==> config.mk <==
export PLATFORM = sky130hd
export DESIGN_NAME = program_sequencer_stack
export DESIGN_NICKNAME = d
export VERILOG_FILES = /design/src/rtl/program_sequencer_pkg.sv /design/src/rtl/ps_return_stack.sv /design/src/rtl/program_sequencer_stack.sv
export SDC_FILE = /design/constraint.sdc
export NUM_CORES = 1
export LEC_CHECK = 0
export BUFFER_PORTS_ARGS = -buffer_cell sky130_fd_sc_hd__buf_2
export CAP_MARGIN = 10
export CORE_ASPECT_RATIO = 0.5
export CORE_MARGIN = 2
export CORE_UTILIZATION = 40
export CTS_CLUSTER_SIZE = 24
export DETAILED_ROUTE_END_ITERATION = 8
export GPL_ROUTABILITY_DRIVEN = 0
export GPL_TIMING_DRIVEN = 1
export PLACE_DENSITY = 0.64
export SYNTH_ARGS = -nofsm -noshare
export SYNTH_HDL_FRONTEND = slang
export SYNTH_SLANG_ARGS = --single-unit
==> constraint.sdc <==
create_clock -name clk -period 2.8 [get_ports clk]
set_input_delay 0 -clock clk [delete_from_list [all_inputs] [get_ports clk]]
set_output_delay 0 -clock clk [all_outputs]
set_load 0.01 [all_outputs]
==> src/rtl/program_sequencer_pkg.sv <==
`default_nettype none
// ============================================================================
// Module      : program_sequencer_pkg
// Description : Shared types and default widths for the program sequencer
//               with return-address stack.
// Revision    : 1.0 - initial release
// ============================================================================
package program_sequencer_pkg;

    // Default widths used by the top-level parameter list
    localparam int c_pc_w_default    = 8;
    localparam int c_tgt_w_default   = 4;
    localparam int c_stack_depth_def = 4;

    // Next-address source, listed from highest to lowest priority
    typedef enum logic [2:0] {
        NA_RESET = 3'd0,
        NA_HOLD  = 3'd1,
        NA_RET   = 3'd2,
        NA_CALL  = 3'd3,
        NA_JMP   = 3'd4,
        NA_JNZ   = 3'd5,
        NA_INC   = 3'd6
    } na_sel_t;

endpackage
`default_nettype wire

==> src/rtl/ps_return_stack.sv <==
`default_nettype none
// ============================================================================
// Module      : ps_return_stack
// Description : LIFO return-address stack. Push is ignored when full, pop is
//               ignored when empty. top reads 0 while the stack is empty.
// Revision    : 1.0 - initial release
// ============================================================================
module ps_return_stack
    import program_sequencer_pkg::*;
#(
    parameter int W     = 8,
    parameter int DEPTH = 4
) (
    input  logic         clk,
    input  logic         sync_reset,
    input  logic         push,
    input  logic         pop,
    input  logic [W-1:0] din,
    output logic [W-1:0] top,
    output logic         full,
    output logic         empty
);

    // sp counts occupied entries (0..DEPTH); the storage array is rounded up
    // to a power of two so that sp-derived indices are exactly index-wide.
    localparam int c_sp_w  = $clog2(DEPTH + 1);
    localparam int c_idx_w = (DEPTH > 1) ? $clog2(DEPTH) : 1;
    localparam int c_mem_n = 1 << c_idx_w;

    logic [W-1:0]       r_mem [c_mem_n];
    logic [c_sp_w-1:0]  r_sp;
    logic               w_full;
    logic               w_empty;
    logic               w_do_push;
    logic               w_do_pop;
    logic [c_idx_w-1:0] w_wr_idx;
    logic [c_idx_w-1:0] w_rd_idx;

    assign w_empty   = (r_sp == '0);
    assign w_full    = (r_sp == c_sp_w'(DEPTH));
    assign w_do_push = push && !w_full;
    assign w_do_pop  = pop && !w_empty;
    assign w_wr_idx  = c_idx_w'(r_sp);
    assign w_rd_idx  = c_idx_w'(r_sp - c_sp_w'(1));

    // Stack pointer: a simultaneous push and pop leaves the depth unchanged
    always_ff @(posedge clk) begin
        if (sync_reset) begin
            r_sp <= '0;
        end else if (w_do_push && !w_do_pop) begin
            r_sp <= r_sp + c_sp_w'(1);
        end else if (w_do_pop && !w_do_push) begin
            r_sp <= r_sp - c_sp_w'(1);
        end
    end

    // Entry storage is not reset; a combined push/pop overwrites the top slot
    always_ff @(posedge clk) begin
        if (!sync_reset && w_do_push) begin
            r_mem[w_do_pop ? w_rd_idx : w_wr_idx] <= din;
        end
    end

    assign top   = w_empty ? '0 : r_mem[w_rd_idx];
    assign full  = w_full;
    assign empty = w_empty;

endmodule
`default_nettype wire

==> src/rtl/program_sequencer_stack.sv <==
`default_nettype none
// ============================================================================
// Module      : program_sequencer_stack
// Description : Program sequencer. Selects the next program-memory address
//               from reset, hold, return, call, jumps or increment, registers
//               it as the PC and manages a return-address stack.
// Revision    : 1.0 - initial release
// ============================================================================
module program_sequencer_stack
    import program_sequencer_pkg::*;
#(
    parameter int PC_W        = c_pc_w_default,
    parameter int TGT_W       = c_tgt_w_default,
    parameter int STACK_DEPTH = c_stack_depth_def
) (
    input  logic             clk,
    input  logic             sync_reset,
    input  logic [TGT_W-1:0] jmp_addr,
    input  logic             jmp,
    input  logic             jmp_nz,
    input  logic             dont_jmp,
    input  logic             call,
    input  logic             ret,
    input  logic             hold,
    output logic [PC_W-1:0]  pm_addr,
    output logic [PC_W-1:0]  pc,
    output logic [PC_W-1:0]  from_PS,
    output logic             stack_full,
    output logic             stack_empty,
    output logic             stack_err
);

    logic [PC_W-1:0] r_pc;
    logic            r_err;
    logic [PC_W-1:0] w_pc_inc;
    logic [PC_W-1:0] w_target;
    logic [PC_W-1:0] w_top;
    logic [PC_W-1:0] w_pm_addr;
    logic            w_full;
    logic            w_empty;
    logic            w_push;
    logic            w_pop;
    logic            w_err_set;
    na_sel_t         w_sel;

    // Increment wraps naturally at the PC width; the same value is pushed
    assign w_pc_inc = r_pc + PC_W'(1);

    // Target places the jump field in the high bits of the address
    generate
        if (TGT_W == PC_W) begin : g_tgt_full
            assign w_target = jmp_addr;
        end else begin : g_tgt_pad
            assign w_target = {jmp_addr, {(PC_W - TGT_W){1'b0}}};
        end
    endgenerate

    // Priority decode of the control inputs into a single address source
    always_comb begin
        w_sel = NA_INC;
        if (sync_reset) begin
            w_sel = NA_RESET;
        end else if (hold) begin
            w_sel = NA_HOLD;
        end else if (ret) begin
            w_sel = NA_RET;
        end else if (call) begin
            w_sel = NA_CALL;
        end else if (jmp) begin
            w_sel = NA_JMP;
        end else if (jmp_nz && !dont_jmp) begin
            w_sel = NA_JNZ;
        end
    end

    // Next-address mux plus stack/err side effects of the chosen source;
    // a refused ret/call falls through to the increment and flags an error
    always_comb begin
        w_pm_addr = w_pc_inc;
        w_push    = 1'b0;
        w_pop     = 1'b0;
        w_err_set = 1'b0;
        unique case (w_sel)
            NA_RESET: w_pm_addr = '0;
            NA_HOLD:  w_pm_addr = r_pc;
            NA_RET: begin
                if (!w_empty) begin
                    w_pm_addr = w_top;
                    w_pop     = 1'b1;
                end else begin
                    w_err_set = 1'b1;
                end
            end
            NA_CALL: begin
                if (!w_full) begin
                    w_pm_addr = w_target;
                    w_push    = 1'b1;
                end else begin
                    w_err_set = 1'b1;
                end
            end
            NA_JMP, NA_JNZ: w_pm_addr = w_target;
            default: ;
        endcase
    end

    // PC follows the selected address on every edge, reset and hold included
    always_ff @(posedge clk) begin
        r_pc <= w_pm_addr;
    end

    // Sticky stack error, cleared only by reset
    always_ff @(posedge clk) begin
        if (sync_reset) begin
            r_err <= 1'b0;
        end else if (w_err_set) begin
            r_err <= 1'b1;
        end
    end

    ps_return_stack #(
        .W     (PC_W),
        .DEPTH (STACK_DEPTH)
    ) u_stack (
        .clk        (clk),
        .sync_reset (sync_reset),
        .push       (w_push),
        .pop        (w_pop),
        .din        (w_pc_inc),
        .top        (w_top),
        .full       (w_full),
        .empty      (w_empty)
    );

    assign pm_addr     = w_pm_addr;
    assign pc          = r_pc;
    assign from_PS     = w_top;
    assign stack_full  = w_full;
    assign stack_empty = w_empty;
    assign stack_err   = r_err;

endmodule
`default_nettype wire

# After elaboration in Yosys (flattened, before gate mapping)
# Memory sizes are Yosys's and may differ from the RTL's.
# Cells that the tools add are included.
classes:
  addsub: 3
  mux: 22
  eq_ne: 6
  n_reduce_logical: 16
ops:
  columns: ["op", "n"]
  rows:
  - ["8-bit one-hot mux with 5 select lines", 1]
  - ["8-bit two-way mux", 3]
  - ["3-bit two-way mux", 6]
  - ["3-bit == test (second input constant)", 3]
  - ["8-bit by 1-bit adder with 8-bit output (second input constant)", 1]
  - ["1-bit two-way mux", 8]
  - ["3-bit by 2-bit == test with 1-bit output (second input constant)", 2]
  - ["1-bit logical AND", 6]
  - ["1-bit zero test", 6]
  - ["3-bit zero test", 2]
  - ["2-bit two-way mux", 3]
  - ["3-bit by 1-bit adder with 3-bit output (second input constant)", 1]
  - ["3-bit by 1-bit == test with 1-bit output (second input constant)", 1]
  - ["3-bit by 1-bit subtractor with 3-bit output (second input constant)", 1]
  - ["1-bit one-hot mux with 2 select lines", 1]
  - ["2-bit nonzero test", 1]
  - ["2-bit OR reduction", 1]
word_totals:
  ff_bits: 12
  elab_cells: 51
  memories: 1
  out_inout_bits: 27
  mem_bits_rw: 32
  in_bits: 12
memory_table:
  columns: ["memory", "words", "width", "read_ports", "rd_ports_with_merged_regs", "wr", "line_no", "rtl"]
  rows:
  - ["u_stack.r_mem", 4, 8, 1, 0, 1, "ps_return_stack.sv:30", "logic [W-1:0] r_mem [c_mem_n];"]

# Logic depth before layout (Yosys ltp)
logic_depth:
  ltp_word: 15
  depth_mapped: 13
  ltp_nobuf: 11

# Cells and area by module
# Synthesis repeated with hierarchy kept, for this count alone.
hier_totals:
  hier_cells: 157
  area_unflattened_um2: 2148.3
by_module_without_submodules:
  columns: ["module", "cells_each", "seq_area_each_um2", "area_per_inst_um2", "instances"]
  rows:
  - ["ps_return_stack", 89, 1021.0, 1537.7, 1]
  - ["program_sequencer_stack", 68, 180.2, 610.6, 1]

# Worst setup path before layout
# Ideal clock, no wire load.
synth_path:
  path_kind: "register to register"
  from: "register u_stack.r_sp[0]"
  to: "memory u_stack.r_mem[2][0], enable pin"
  arrival_ns: 2.312
  setup_slack_ns: 0.113
  period_less_slack_ns: 2.687
  n_path_buf: 2
  stages_incl_launch_ff: 11
  cell_sequence: "dfxtp_1 buf_2 buf_2 inv_1 ha_1 nand2b_1 inv_1 nor2_4 inv_2 or3_1 a21oi_1"
synth_lines:
  columns: ["item", "line_no", "rtl"]
  rows:
  - ["from (decl)", "ps_return_stack.sv:31", "logic [c_sp_w-1:0] r_sp;"]
  - ["from (signal assigned)", "ps_return_stack.sv:51", "r_sp <= r_sp + c_sp_w'(1);"]
  - ["from (signal assigned)", "ps_return_stack.sv:53", "r_sp <= r_sp - c_sp_w'(1);"]
  - ["3-bit zero test *", "ps_return_stack.sv:39", "assign w_empty = (r_sp == '0);"]
  - ["named net stack_empty", "program_sequencer_stack.sv:29", "output logic stack_empty,"]
  - ["1-bit two-way mux", "program_sequencer_stack.sv:87", "if (!w_empty) begin"]
  - ["1-bit two-way mux", "program_sequencer_stack.sv:83", "unique case (w_sel)"]
  - ["1-bit logical AND *", "ps_return_stack.sv:42", "assign w_do_pop = pop && !w_empty;"]
  - ["2-bit two-way mux *", "ps_return_stack.sv:60", "r_mem[w_do_pop ? w_rd_idx : w_wr_idx] <= din;"]
  - ["to (decl)", "ps_return_stack.sv:30", null]
# The timed path passes the listed nets; every way through them passes the cells marked *.

# Worst setup path in the final report
layout_path:
  from: "register u_stack.r_sp[1]"
  to: "output port pm_addr[5]"
layout_between:
  elab_chain_len: 5
layout_lines:
  columns: ["item", "line_no", "rtl"]
  rows:
  - ["3-bit by 1-bit subtractor with 3-bit output", "ps_return_stack.sv:44", "assign w_rd_idx = c_idx_w'(r_sp - c_sp_w'(1));"]
  - ["memory 4 x 8 bit", null, null]
  - ["8-bit two-way mux", "ps_return_stack.sv:64", "assign top = w_empty ? '0 : r_mem[w_rd_idx];"]
  - ["8-bit two-way mux", "program_sequencer_stack.sv:87", null]
  - ["8-bit one-hot mux with 5 select lines *", "program_sequencer_stack.sv:83", null]
  - ["to (decl)", "program_sequencer_stack.sv:25", "output logic [PC_W-1:0] pm_addr,"]
# Every way passes the cells marked *; elsewhere a longest branch is shown, timed or not.

==> qor.txt <==
die area -> 6041 µm²
TritonCTS clock tree -> yes
number of synthesized flops with an enable pin -> 32
Seq cells post-synth -> 44
row count -> 18
post-synth cell types -> 45
Slew Viols, Final -> 0
setup_tns -> 0 ns
synth warn -> 0
unrepaired setup endpoints after global routing -> false
largest net degree at the start of global routing -> 16
post-route insts no fill -> 296
Critical Path RT -> 2.80 ns
Clock Latency Late Sink -> 0.29 ns
Cell Pwr Density -> 587.4 nW/µm²
worst slack, placed -> 0.5605 ns
clock root buffer -> clkbuf_8
CTS buffer count -> 5
Reg-to-Reg Start -> u_stack.r_sp[1]
Area Growth Syn to Fin -> 21.02%
Hold Violations, Final -> 0
post-synthesis sequential area ratio -> 0.5559
Setup WS post-layout -> 0.2260 ns
critical path fanouts, max -> 13
port bufs -> 38
ANT nets after route -> 0
max-cap violations -> 0
CP endpoint -> pm_addr[5]
reg2reg setup slack -> 0.56 ns
post-CTS setup buffer count -> 0
Avg Synthesized Cell Area -> 12.21 µm²
max incr delay on CP -> 0.64 ns
initial core utilization -> 0.4264
Die X -> 107.9 µm
CP max-delay cell -> ha_1
layout cells sized above 1 -> 0.3053
htree depth -> 2
Crit. End Element -> output port
Routed WL per cell -> 17.20 µm
Peak supply drop -> 0.2374 mV
crit path kind -> flop to output port
clk_skew -> 0.004603 ns
leakage power -> 0.9993 nW
Main synth FF type -> edfxtp_1
# IOs -> 39
Critical Path Source -> u_stack.r_sp[1]
status -> finished clean
Layout fillers -> 440
crit path DAT -> 2.57 ns
FF-to-FF End -> pc[5]
Tcrit/Tclk final -> 0.9193
clk buf depth -> 2
reg2reg path depth -> 6
Via density -> 5.419
placed cells -> 286
total gr overflow -> 0
NumNets Final -> 242
Sink Count -> 44
worst slew pin tran -> 0.7698 ns
Clock transition at path regs -> 0.09 ns
Peak Freq -> 388.5 MHz
die height -> 55.97 µm
DP Wirelength -> 3596 µm
syn nets -> 194
Final setup viols -> 0
Gate Count Post-Synth -> 177
drt total wl -> 5091 µm
Async SR Flop Fraction -> 0
vias in the first global route -> 1,487
hold slack -> 0.008732 ns
drt initial violations -> 119
Post-Syn Area -> 2161 µm²
HP Class -> primary input to flop
worst relative slew slack -> 0.4857
router iterations before antenna repair -> 6
DR DRC count -> 0
initial antenna violation count -> 0
Startpoint Class -> flop
# diodes -> 0
first-pass GRT wire length -> 7810 µm
GRT Overall Usage -> 0.1747
Resized cells post-CTS -> 0
cells along the critical path -> inv_1, ha_1, mux4_2, o311ai_2, a31oi_1, a2111o_1, buf_2
Via Count -> 1,604
core footprint -> 5067 µm²
fin crit period -> 2.574 ns
-- cells in the final DEF, fill, tap and decap left out, drive strengths merged, types with 5 or more instances in the layout --
master,count
nor2,11
inv,15
o21ai,6
nand2,13
dfxtp,12
edfxtp,32
clkbuf,6
ha,5
a21oi,6
o211ai,5
and2,8
nand3,8
buf,44
mux4,8
-- synthesized netlist by cell type, types with 2 or more instances --
cell type | n | area [µm²]
edfxtp_1 | 32 | 960.9
a221oi_1 | 2 | 17.52
mux4_2 | 8 | 180.2
ha_1 | 5 | 62.56
and2_1 | 8 | 50.05
o211ai_1 | 5 | 37.54
nor3_1 | 3 | 15.01
nand2b_1 | 2 | 12.51
nor2_1 | 10 | 37.54
xor2_1 | 4 | 35.03
nand3_1 | 8 | 40.04
buf_2 | 2 | 10.01
buf_1 | 2 | 7.510
a21oi_1 | 6 | 30.03
a31oi_1 | 4 | 25.02
xnor2_1 | 2 | 17.52
dfxtp_1 | 12 | 240.2
nand2_1 | 12 | 45.04
or3_1 | 2 | 12.51
inv_1 | 14 | 52.55
o21ai_0 | 6 | 30.03
a22oi_1 | 4 | 30.03
o221ai_1 | 2 | 17.52
-- routing by layer --
layer,part of all wire,track usage,vias up
met4,0.010,0.06777,0
li1,-,-,765
met2,0.47,0.2642,56
met3,0.056,0.03279,7
met1,0.46,0.2500,776
met5,0,0,-
-- worst max-delay path, delay by kind of cell (launching register included) --
kind,cells,cell delay [ns]
multiplexers,1,0.41
flip-flops,1,0.44
buffers and inverters,2,0.26
AO/OA/AOI/OAI,3,0.52
adder cells (fa/ha/maj),1,0.64
-- layout make-up --
| type | count | area (µm²) | area share |
|---|---|---|---|
| sequential | 44 | 1201 | 0.4593 |
| multi-input combinational | 113 | 882.1 | 0.3373 |
| timing repair buffer | 46 | 255.2 | 0.09761 |
| tap | 70 | 87.58 | 0.03349 |
| clock buffer | 6 | 72.57 | 0.02775 |
| clock inverter | 2 | 60.06 | 0.02297 |
| inverter | 15 | 56.30 | 0.02153 |
-- state kept, by name (all words and copies together), names as in the netlist --
name / cells
u_stack.r_mem: 32
stack_err: 1
u_stack.r_sp: 3
pc: 8
-- stage by stage --
stage          cell area [µm²]  power (W)  utilization
2_1_floorplan             2161  0.0008861            -
3_3_place_gp              2462  0.0009670       0.4859
3_5_place_dp              2462  0.0009692       0.4859
4_1_cts                   2615   0.001538       0.5160
5_1_grt                   2615   0.001594       0.5160
6_report                  2615   0.001536       0.5160
-- logic make-up (layout without fill, tap and decap cells) --
group           count (synthesis)  after routing  share of synthesized area
simple gates                   57             57                     0.1448
flops                          44             44                     0.5559
compound gates                 36             36                     0.1222
buf+inv                        20             69                    0.03590
mux                             9              9                    0.08801
xor+xnor                        6              6                    0.02432
fa+ha+maj                       5              5                    0.02895
-- worst min-delay path by stage --
stage                            from  slack (ns)         end  depth (start not counted)
after global routing      jmp_addr[2]      0.0002       pc[6]                          3
after CTS                 jmp_addr[2]      0.0007       pc[6]                          3
after floorplan           jmp_addr[0]        0.19  pm_addr[4]                          2
after detailed placement  jmp_addr[0]        0.30       pc[4]                          3
final                     jmp_addr[2]       0.009       pc[6]                          3
after global placement    jmp_addr[3]        0.29       pc[7]                          3
-- repair_timing --
item	in CTS	in global routing
hold buffers	2	0
endpoints found under the hold margin	2	0
endpoints found under the setup margin	0	0
-- power by group --
group          leakage, nW  switching [W]  internal (W)  total (W)
logic                0.544       0.000131     0.0000908   0.000222
registers            0.390      0.0000180      0.000719   0.000737
clock network       0.0654       0.000221      0.000357   0.000577
Power figures use the tool's default switching activity.
